[src/rtl/sdiv_iter.sv]
// Iterative signed divider: a 2*SIZE-bit signed dividend divided by a SIZE-bit
// signed divisor. Restoring long division on magnitudes, one quotient bit per
// cycle, followed by a sign/overflow fix-up cycle. Valid/ready handshake on both
// sides with a single division in flight.
module sdiv_iter #(
  parameter int SIZE = 16
) (
  input  logic              clk,
  input  logic              rst_n,
  input  logic              in_valid,
  output logic              in_ready,
  input  logic [2*SIZE-1:0] a,
  input  logic [SIZE-1:0]   b,
  output logic              out_valid,
  input  logic              out_ready,
  output logic [SIZE-1:0]   quotient,
  output logic [SIZE-1:0]   remainder,
  output logic              overflow,
  output logic              div_by_zero
);

  localparam int DW    = 2 * SIZE;
  localparam int CNT_W = $clog2(DW);

  typedef enum logic [1:0] {IDLE, CALC, FIX, DONE} state_t;

  state_t            state_q, state_d;
  // Dividend magnitude; quotient bits shift in at the LSB as dividend bits leave the MSB.
  logic [DW-1:0]     dvd_q, dvd_d;
  logic [SIZE-1:0]   dsr_q, dsr_d;        // divisor magnitude
  logic [SIZE-1:0]   rem_q, rem_d;        // running remainder, always < divisor magnitude
  logic              sa_q, sa_d, sb_q, sb_d;
  logic [CNT_W-1:0]  cnt_q, cnt_d;
  logic [SIZE-1:0]   quo_q, quo_d, rmd_q, rmd_d;
  logic              ovf_q, ovf_d, dbz_q, dbz_d;

  // Partial remainder for this iteration is SIZE+1 bits: remainder shifted left
  // with the next dividend bit. Since the stored remainder is below the divisor,
  // the restored/subtracted result always fits back into SIZE bits.
  logic [SIZE:0]     trial;
  logic              ge;
  logic [SIZE-1:0]   diff;
  logic [DW-1:0]     q_full;
  logic [SIZE:0]     q_hi;

  assign trial  = {rem_q, dvd_q[DW-1]};
  assign ge     = (trial >= {1'b0, dsr_q});
  assign diff   = trial[SIZE-1:0] - dsr_q;
  assign q_full = (sa_q ^ sb_q) ? -dvd_q : dvd_q;
  // Quotient fits in SIZE signed bits only if its top SIZE+1 bits are all equal.
  assign q_hi   = q_full[DW-1:SIZE-1];

  // State register and datapath registers.
  always_ff @(posedge clk or negedge rst_n) begin
    if (!rst_n) begin
      state_q <= IDLE;
      dvd_q   <= '0;
      dsr_q   <= '0;
      rem_q   <= '0;
      sa_q    <= 1'b0;
      sb_q    <= 1'b0;
      cnt_q   <= '0;
      quo_q   <= '0;
      rmd_q   <= '0;
      ovf_q   <= 1'b0;
      dbz_q   <= 1'b0;
    end else begin
      state_q <= state_d;
      dvd_q   <= dvd_d;
      dsr_q   <= dsr_d;
      rem_q   <= rem_d;
      sa_q    <= sa_d;
      sb_q    <= sb_d;
      cnt_q   <= cnt_d;
      quo_q   <= quo_d;
      rmd_q   <= rmd_d;
      ovf_q   <= ovf_d;
      dbz_q   <= dbz_d;
    end
  end

  // Next-state and datapath update; everything holds unless a state acts on it.
  always_comb begin
    state_d = state_q;
    dvd_d   = dvd_q;
    dsr_d   = dsr_q;
    rem_d   = rem_q;
    sa_d    = sa_q;
    sb_d    = sb_q;
    cnt_d   = cnt_q;
    quo_d   = quo_q;
    rmd_d   = rmd_q;
    ovf_d   = ovf_q;
    dbz_d   = dbz_q;
    unique case (state_q)
      IDLE: begin
        if (in_valid) begin
          sa_d  = a[DW-1];
          sb_d  = b[SIZE-1];
          dvd_d = a[DW-1] ? -a : a;
          dsr_d = b[SIZE-1] ? -b : b;
          rem_d = '0;
          cnt_d = CNT_W'(DW - 1);
          if (b == '0) begin
            // Division by zero skips the iteration entirely.
            quo_d   = '0;
            rmd_d   = '0;
            ovf_d   = 1'b1;
            dbz_d   = 1'b1;
            state_d = DONE;
          end else begin
            state_d = CALC;
          end
        end
      end
      CALC: begin
        dvd_d = {dvd_q[DW-2:0], ge};
        rem_d = ge ? diff : trial[SIZE-1:0];
        if (cnt_q == '0) begin
          state_d = FIX;
        end else begin
          cnt_d = cnt_q - CNT_W'(1);
        end
      end
      FIX: begin
        // Truncation toward zero; remainder takes the sign of the dividend.
        quo_d   = q_full[SIZE-1:0];
        rmd_d   = sa_q ? -rem_q : rem_q;
        ovf_d   = q_full[DW-1] ? ~&q_hi : |q_hi;
        dbz_d   = 1'b0;
        state_d = DONE;
      end
      DONE: begin
        if (out_ready) begin
          state_d = IDLE;
        end
      end
      default: state_d = IDLE;
    endcase
  end

  assign in_ready    = (state_q == IDLE);
  assign out_valid   = (state_q == DONE);
  assign quotient    = quo_q;
  assign remainder   = rmd_q;
  assign overflow    = ovf_q;
  assign div_by_zero = dbz_q;

endmodule
[config.mk]
export PLATFORM = sky130hd
export DESIGN_NAME = sdiv_iter
export DESIGN_NICKNAME = d
export VERILOG_FILES = /design/src/rtl/sdiv_iter.sv
export SDC_FILE = /design/constraint.sdc
export NUM_CORES = 1
export LEC_CHECK = 0
export ABC_CLOCK_PERIOD_IN_PS = 6650
export BUFFER_PORTS_ARGS = -buffer_cell sky130_fd_sc_hd__buf_2
export CORE_MARGIN = 1.5
export CORE_UTILIZATION = 40
export CTS_CLUSTER_SIZE = 40
export DETAILED_ROUTE_END_ITERATION = 16
export SYNTH_ARGS = -nofsm -noshare
export SYNTH_HDL_FRONTEND = slang
export SYNTH_SLANG_ARGS = --single-unit
[constraint.sdc]
create_clock -name clk -period 6.65 [get_ports clk]
set_input_delay 0.3325 -clock clk [delete_from_list [all_inputs] [get_ports clk]]
set_output_delay 0.3325 -clock clk [all_outputs]
set_load 0.005 [all_outputs]
==> impl_metrics.json <==
{
  "netlist_instances": 930,
  "p_leak_nw": 3.792,
  "worst-path-max-fanout": 6,
  "min_period_ps": 3376,
  "worstSetupEndpointType": "register",
  "hp-class": "in2reg",
  "drt-pass1-iter-count": 5,
  "slew_headroom_pct": 21.99,
  "num_antenna_cells": 0,
  "die-area_um2": 19710,
  "synth_edf_count": 0,
  "setup-violations-final": 0,
  "clkSlewWorstSetupHoldPaths_ps": 80,
  "drv_cap": 0,
  "grt_pass1_wl_um": 31860,
  "critPathKind": "reg2reg",
  "rows": 50,
  "yosysWarnings": 0,
  "grt_antenna_before_repair": 0,
  "ys_seq_area_share_pct": 35.45,
  "drt-initial-drc-count": 560,
  "post_cts.repair.setup_buffers": 0,
  "first_global_vias": 5876,
  "max_freq_mhz": 296.2,
  "vias": 6547,
  "die_y_um": 140.4,
  "hold_viol": 0,
  "ir_drop_uv": 199.3,
  "power.density_nw_per_um2": 495.7,
  "drive_above_1_share_pct": 13.23,
  "core_um2": 18580,
  "cts.sinks": 107,
  "start_util_pct": 40.65,
  "status": "finished clean",
  "clock_path_buffers": 2,
  "cts_resized": 0,
  "cts_root_buf": "clkbuf_16",
  "syn-cell-area_um2": 7552,
  "cts_tree": "built",
  "ys.flop_type": "dfrtp_1",
  "place_congestion": 0.8516,
  "htree_levels": 3,
  "die_w_um": 140.4,
  "fill_cells": 1868,
  "slew_viol_final": 0,
  "final.setup.tns_ps": 0,
  "worstPathRequired_ps": 6890,
  "final_nets": 1064,
  "syn_nets": 1009,
  "drc": 0,
  "ant_nets": 0,
  "grt_max_degree": 75,
  "area_growth_pct": 12.41,
  "grt.total_usage_pct": 20.14,
  "pin_count": 88,
  "synth_area_per_cell_um2": 8.121,
  "place_hpwl_um": 14530,
  "worst_slew_pin_slew_ps": 1170,
  "rsz0062_at_grt": "no",
  "ys_ff_latch": 107,
  "overflow": 0,
  "p_total_mw": 4.208,
  "fin_skew_ps": 10.92,
  "async_reset_ff_share_pct": 100.0,
  "clk_latency_ps": 360,
  "io_buffer_count": 87,
  "synth_cell_types": 63,
  "wl_per_cell_um": 15.66,
  "wl_um": 19160,
  "cp-start-kind": "register",
  "fin_crit_sh_pct": 50.76,
  "viasPerCell": 5.349,
  "cts_buffers": 9,
  "cp.arrival_ps": 3620
}
## cells in the mapped netlist (2+ instances only)
library cell | n | area [um^2]
xnor2_1 | 43 | 376.6
dfrtp_1 | 107 | 2678
nor2_1 | 64 | 240.2
nor2b_1 | 6 | 37.54
a32oi_1 | 2 | 17.52
inv_1 | 38 | 142.6
ha_1 | 26 | 325.3
or4_1 | 10 | 75.07
buf_2 | 3 | 15.01
o22ai_1 | 4 | 25.02
nand2b_1 | 8 | 50.05
or2_2 | 2 | 12.51
nand3b_1 | 3 | 22.52
nor4b_1 | 2 | 17.52
clkbuf_1 | 46 | 172.7
nand2_1 | 169 | 634.4
a2111oi_0 | 2 | 17.52
nand4b_1 | 2 | 17.52
a31oi_1 | 9 | 56.30
o41ai_1 | 6 | 52.55
nor3_1 | 17 | 85.08
or3_1 | 7 | 43.79
nor3b_1 | 2 | 15.01
nor4_4 | 2 | 42.54
a21boi_0 | 2 | 15.01
buf_1 | 2 | 7.510
nand4_1 | 11 | 68.82
o221a_2 | 2 | 22.52
o21a_1 | 5 | 37.54
a21oi_1 | 38 | 190.2
mux2_2 | 5 | 56.30
xor2_1 | 52 | 455.4
o31ai_1 | 23 | 172.7
a21oi_2 | 2 | 17.52
nor4_1 | 8 | 50.05
a211oi_1 | 5 | 37.54
nand3_1 | 12 | 60.06
a21o_1 | 4 | 30.03
o211ai_1 | 2 | 15.01
mux2i_1 | 25 | 250.2
o21ai_0 | 130 | 650.6
## power breakdown
| part | switching, mW | internal [mW] |
|---|---|---|
| Sequential | 0.347 | 0.916 |
| Combinational | 1.38 | 0.973 |
| Clock | 0.253 | 0.343 |
## sequential cells by signal (all words and copies together), names as in the netlist, 2 cells and up
register,flops
cnt_q,5
rem_q,16
remainder,16
quotient,16
dsr_q,16
dvd_q,32
state_q,2
## worst max-delay path, cell delays in order (launching register included)
cell and delay, ps:
dfrtp_1 440, nor3_1 560, nand4_1 360, and4b_1 480
xor2_1 90, or4_1 400, a2111oi_0 520, nand4b_1 160
o221a_2 250
## path summary, 6_finish.rpt
kind | from | endpoint | slack [ps] | cells after the start
max | dvd_q[2] | overflow | 3270 | 8
min in group asynchronous | rst_n | dsr_q[7] | 470 | 2
min reg2reg | remainder[5] | remainder[5] | 480 | 2
min | b[0] | dsr_q[0] | 280 | 3
max in group asynchronous | rst_n | dsr_q[8] | 4870 | 3
max reg2reg | dvd_q[2] | overflow | 3270 | 8
## per-layer routing
layer	vias to the layer above	part of all wire, %	track usage (%)
met4	0	1.6	5.983
met5	-	0	0
met2	158	39	27.49
met3	18	4.3	2.667
met1	3014	55	32.33
li1	3357	-	-
## layout make-up
class                      count  area [um^2]  share of cell area (%)
clock inverter                 5        85.08                   1.002
timing repair buffer          96        508.0                   5.984
sequential                   107         2678                   31.54
multi-input combinational    733         4541                   53.49
tap                          234        292.8                   3.449
inverter                      38        142.6                   1.680
clock buffer                  11        242.7                   2.859
## cell usage in the layout (no fill, tap or decap), types with 7 or more instances in the layout
master / instances
nand2b_1: 8
o21ai_0: 129
or3_1: 7
ha_1: 26
a31oi_1: 8
dfrtp_1: 107
nand4_1: 11
mux2i_1: 25
clkbuf_16: 9
inv_1: 38
nor4_1: 8
buf_2: 86
nor2_1: 64
nand2_1: 169
o31ai_1: 23
nor3_1: 17
xor2_1: 52
buf_4: 9
xnor2_1: 43
nand3_1: 12
a21oi_1: 38
or4_1: 10
## what timing repair did
action / CTS / global route
setup endpoints to repair: 0 / 0
hold endpoints to repair: 33 / 0
hold buffers: 1 / 0
## kinds of logic (layout without fill, tap and decap cells)
kind of cell / after synthesis / after routing / synth area share, %
and+or+nand+nor: 334 / 334 / 20.87
AOI/OAI and AO/OA: 247 / 247 / 19.40
DFF: 107 / 107 / 35.45
xor gates and xnor gates: 95 / 95 / 11.02
buffers and inverters: 90 / 150 / 4.622
muxes: 30 / 30 / 4.059
adders and majority gates: 27 / 27 / 4.573
## metrics by stage
step                      setup slack (ps)  hold WS [ps]  cell area, um^2  std cells  utilization [%]
after floorplan                       3816         36.91             7552        930                -
after global placement                3373         316.8             8152       1207            43.87
after detailed placement              3316         314.8             8152       1207            43.87
after CTS                             3288         269.5             8489       1224            45.69
after global routing                  2965         284.9             8489       1224            45.69
final                                 3274         276.5             8489       1224            45.69
(Power assumes the default switching activity.)
